==> src/rtl/motor_speed_ctrl.sv <==
// Front-panel fan/motor controller: button pulses select a speed level 0-4,
// which drives a period-aligned PWM output and an optional auto-off countdown.
module motor_speed_ctrl #(
  parameter int unsigned TICK_DIV   = 100_000_000,
  parameter int unsigned PWM_PERIOD = 100
) (
  input  logic       i_clk,
  input  logic       i_reset_n,
  input  logic       i_btn_up,
  input  logic       i_btn_down,
  input  logic       i_btn_off,
  input  logic       i_btn_timer,
  output logic [2:0] o_led_state,
  output logic       o_pwm,
  output logic [3:0] o_timer_remain,
  output logic       o_auto_off
);

  localparam int unsigned CW = $clog2(PWM_PERIOD + 1);
  localparam int unsigned PW = $clog2(TICK_DIV);

  localparam logic [2:0] S_L0 = 3'd0;
  localparam logic [2:0] S_L1 = 3'd1;
  localparam logic [2:0] S_L2 = 3'd2;
  localparam logic [2:0] S_L3 = 3'd3;
  localparam logic [2:0] S_L4 = 3'd4;

  localparam logic [CW-1:0] PWM_LAST   = CW'(PWM_PERIOD - 1);
  localparam logic [CW-1:0] QUARTER    = CW'(PWM_PERIOD / 4);
  localparam logic [PW-1:0] PRESC_LAST = PW'(TICK_DIV - 1);

  logic [2:0]    level, level_nxt;
  logic [3:0]    timer, timer_nxt;
  logic [PW-1:0] presc, presc_nxt;
  logic          auto_nxt;
  logic          tick, expire;
  logic [CW-1:0] pwm_cnt, pwm_cnt_nxt;
  logic [CW-1:0] duty, duty_nxt;
  logic [CW-1:0] target;

  // Auto-off setting sequence 0 -> 5 -> 10 -> 15 -> 0; a partly elapsed
  // countdown advances to the next setting above it.
  function automatic logic [3:0] next_setting(input logic [3:0] t);
    if (t == 4'd0)       return 4'd5;
    else if (t <= 4'd5)  return 4'd10;
    else if (t <= 4'd10) return 4'd15;
    else                 return 4'd0;
  endfunction

  assign tick   = (timer != 4'd0) && (presc == PRESC_LAST);
  assign expire = tick && (timer == 4'd1);

  always_comb begin
    level_nxt = level;
    timer_nxt = timer;
    presc_nxt = '0;
    auto_nxt  = 1'b0;

    if (timer != 4'd0) begin
      if (tick) begin
        if (timer != 4'd1) timer_nxt = timer - 4'd1;
      end else begin
        presc_nxt = presc + PW'(1);
      end
    end

    // Buttons override an expiring tick: the expiry is simply not applied.
    if (i_btn_off) begin
      level_nxt = S_L0;
      timer_nxt = 4'd0;
      presc_nxt = '0;
    end else if (i_btn_up) begin
      if (level != S_L4) level_nxt = level + 3'd1;
    end else if (i_btn_down) begin
      if (level != S_L0) level_nxt = level - 3'd1;
      if (level == S_L1) begin
        timer_nxt = 4'd0;
        presc_nxt = '0;
      end
    end else if (i_btn_timer && (level != S_L0)) begin
      timer_nxt = next_setting(timer);
      presc_nxt = '0;
    end else if (expire) begin
      level_nxt = S_L0;
      timer_nxt = 4'd0;
      auto_nxt  = 1'b1;
    end
  end

  always_ff @(posedge i_clk or negedge i_reset_n) begin
    if (!i_reset_n) begin
      level      <= S_L0;
      timer      <= 4'd0;
      presc      <= '0;
      o_auto_off <= 1'b0;
    end else begin
      level      <= level_nxt;
      timer      <= timer_nxt;
      presc      <= presc_nxt;
      o_auto_off <= auto_nxt;
    end
  end

  assign o_led_state    = level;
  assign o_timer_remain = timer;

  assign target = CW'(level) * QUARTER;

  always_comb begin
    pwm_cnt_nxt = (pwm_cnt == PWM_LAST) ? '0 : pwm_cnt + CW'(1);
    duty_nxt    = (pwm_cnt == PWM_LAST) ? target : duty;
  end

  // PWM is compared against the next counter/duty so the registered output
  // lines up with the counter value, leaving no low cycle at 100 % duty.
  always_ff @(posedge i_clk or negedge i_reset_n) begin
    if (!i_reset_n) begin
      pwm_cnt <= '0;
      duty    <= '0;
      o_pwm   <= 1'b0;
    end else begin
      pwm_cnt <= pwm_cnt_nxt;
      duty    <= duty_nxt;
      o_pwm   <= (pwm_cnt_nxt < duty_nxt);
    end
  end

endmodule

==> config.mk <==
export PLATFORM = sky130hd
export DESIGN_NAME = motor_speed_ctrl
export DESIGN_NICKNAME = d
export VERILOG_FILES = /design/src/rtl/motor_speed_ctrl.sv
export SDC_FILE = /design/constraint.sdc
export NUM_CORES = 1
export LEC_CHECK = 0
export CAP_MARGIN = 20
export CORE_UTILIZATION = 60
export CTS_CLUSTER_SIZE = 25
export DETAILED_ROUTE_END_ITERATION = 12
export PLACE_DENSITY = 0.8
export RECOVER_POWER = 25
export SYNTH_ARGS = -nofsm -noshare
export SYNTH_HDL_FRONTEND = slang
export SYNTH_SLANG_ARGS = --single-unit
==> constraint.sdc <==
create_clock -name i_clk -period 3 [get_ports i_clk]
set_input_delay 0.6 -clock i_clk [delete_from_list [all_inputs] [get_ports i_clk]]
set_output_delay 0.6 -clock i_clk [all_outputs]
set_load 0.05 [all_outputs]
==> impl_metrics.ini <==
[status]
status = finished clean

[critical_path]
arrival_ps = 2840
crit_path_start_kind = flip-flop
r2r_cells = 10
cp.required_ps = 3190
cp_max_fo = 9
r2r_slack_ps = 350
end_kind = flip-flop
r2r-start = pwm_cnt[0]
crit_type = flip-flop to flip-flop
reg2reg_to = o_pwm

[clocking]
cts_buffers = 5
clock_sinks = 50
clk_latency_ps = 310
cts_buffer_depth = 2
postCtsSetupBuffers = 0
path_clk_slew_ps = 100
cts_tree = yes
clockRootBuffer = clkbuf_8
htreeDepth = 2
ctsResizeCount = 0
hold_buffers = 0

[floorplanning]
initial_utilization_pct = 62.2
dieArea_mm2 = 0.00518
io_pins = 15
die_w_um = 72.0
die_y_um = 72.0
core_area_mm2 = 0.00472
placementRows = 25

[place]
dp_hpwl_mm = 4.03
io_buffers = 14
place_ws_ps = 225
place_congestion = 0.831
dpl_cell_area_mm2 = 0.00314

[detailed_routing]
dr_total_vias = 2314
routed_via_density = 5.84
finalWirelength_mm = 5.79
firstDrtPassIters = 5
drt_iter0_markers = 157
avgRoutedWirePerCell_um = 14.6
drc = 0
ant_nets = 0

[sta]
clock.fmax_ghz = 0.377
tns_ps = 0
worstMarginPinSlew_ps = 1170
setup_viol = 0
grt_setup_unrepaired = false
hold_violations = 0
fin_skew_ps = 9.68
final.setup.worst_slack_ps = 350
drv_slew = 0
maxSlewHeadroom_pct = 21.8
post-route-period-util_pct = 88.3
post-route-min-period_ps = 2650

[synth]
synth_xor_area_share_pct = 9.24
synthTopCellsByArea = dfrtp_1 (43%), ha_1 (7.7%), nor2_1 (5.6%)
synth_top_family_by_area = simple AND/OR/NAND/NOR gates
synth_compound_area_share_pct = 9.37
synth-simple-area-share_pct = 25.5
ys.flop_type = dfrtp_1
syn_avg_cell_area_um2 = 9.42
ys_ff_latch = 50
synth-edff-count = 0
syn_area_mm2 = 0.00294
muxShareOfSynthArea_pct = 1.92
synth_top_area_share_pct = 42.6
yosysTopAreaCell = dfrtp_1
synthAdderAreaFrac_pct = 7.66
synthesis.instances = 312
ys_seq_area_share_pct = 42.6
ys_warn_count = 0
async_reset_ff_share_pct = 100
synthesis.nets = 336
synth_cell_types = 50

[finish]
fillers = 358
diodes = 0
register_area_mm2 = 0.00125
layout-area-overhead-vs-synth_pct = 12.1
final_cell_area_mm2 = 0.00330
drive_above_1_share_pct = 7.29
nets = 352
multi_input_area_mm2 = 0.00158
fin_util_pct = 69.8

[power]
peakVddDrop_mv = 0.356
p_leak_nw = 1.37
total_power_mw = 1.50
power_density_mw_per_mm2 = 455

[global_route]
grt_first_pass_wirelength_mm = 9.96
grt.total_usage_pct = 24.7
grt_pass1_vias = 2194
grt_max_degree = 31
antenna_found_initial = 0
grt_overflow = 0

[worst_hold_path]
hold_class = flip-flop to flip-flop
hp-start = presc[0]
hold-path-endpoint = presc[0]
hold_depth = 1

[job]
max_cap_viol_count = 0
synth_stat cells, types with 2 or more instances:
cell type	n
a21boi_0	2
and2_1	3
and3_1	2
o41ai_1	3
a21oi_1	10
nor3b_1	3
buf_2	4
and4_1	2
nor2_1	44
nand2_1	28
nand3_1	14
nand4_1	14
nand2b_1	3
o211ai_1	3
nor2b_1	3
inv_1	19
ha_1	18
o21ai_0	10
xnor2_1	13
o31ai_1	2
mux2i_1	3
nor4_4	2
dfrtp_1	50
nor3_1	7
xor2_1	18
clkbuf_1	5
a211oi_1	2
or3_1	3
logic make-up (layout without fill, tap and decap cells):
group | count (synthesis) | count (layout)
buffers and inverters | 28 | 45
flip-flops | 50 | 50
AND/OR/NAND/NOR | 140 | 140
multiplexers | 5 | 5
adder cells (fa/ha/maj) | 18 | 18
XOR/XNOR | 31 | 31
AO/OA/AOI/OAI | 40 | 40
final cells by class:
| cell class | instances | area share [%] |
|---|---|---|
| clock buffers | 6 | 2.51 |
| repair buffers | 18 | 5.13 |
| well taps | 67 | 2.54 |
| clock inverters | 2 | 1.82 |
| multi-input cells | 234 | 47.9 |
| flip-flops and latches | 50 | 38.0 |
| inverters | 19 | 2.16 |
registers in the layout (all words and copies together) (netlist names):
name,flops
presc,27
o_led_state,3
duty,7
pwm_cnt,7
o_pwm,1
o_timer_remain,4
o_auto_off,1
cells in the final DEF (no fill, tap or decap), drive strengths merged, types with 8 or more instances in the layout:
cell	instances
xor2	18
inv	19
ha	18
a21oi	10
o21ai	10
nor2	44
nand4	14
xnor2	13
dfrtp	50
clkdlybuf4s50	13
nand3	15
clkbuf	8
nand2	28
layer usage:
metal  up-vias  global-route usage, %  share of wire [%]
li1       1122                      -                  -
met1      1111                   36.5                 47
met2        67                   36.0                 46
met3        14                   4.86                4.3
met4         0                   9.37                2.1
met5         -                      0                  0
how the worst max path moves through the flow:
stage                            startpoint                end  slack, ps  cells past startpoint
after floorplan           o_timer_remain[0]  o_timer_remain[1]        550                      7
after global placement           i_btn_down          presc[10]        300                      5
after detailed placement         i_btn_down           presc[7]        220                      5
after CTS                        pwm_cnt[0]              o_pwm        340                     10
after global routing             pwm_cnt[0]              o_pwm          2                     10
final                            pwm_cnt[0]              o_pwm        350                     10
worst max-delay path, stage by stage (launching register included):
cell and delay (ps):
dfrtp_1 400, ha_1 270, nor4bb_1 410, nand2_1 280
nand2_1 140, nand2_1 70, inv_1 50, ha_1 230
a211oi_1 230, o21ai_0 130, a221oi_1 320
report_power, final:
group          leakage, nW  internal, mW  switching (mW)  total (mW)
Sequential           0.681         0.683          0.0188       0.702
Clock               0.0714         0.356           0.231       0.587
Combinational        0.620        0.0774           0.133       0.210
stage by stage:
stage / hold WS (ps) / cells
after floorplan: 304 / 312
after global placement: 456 / 387
after detailed placement: 463 / 387
after CTS: 251 / 395
after global routing: 511 / 396
final: 481 / 396
(Power assumes the default switching activity.)
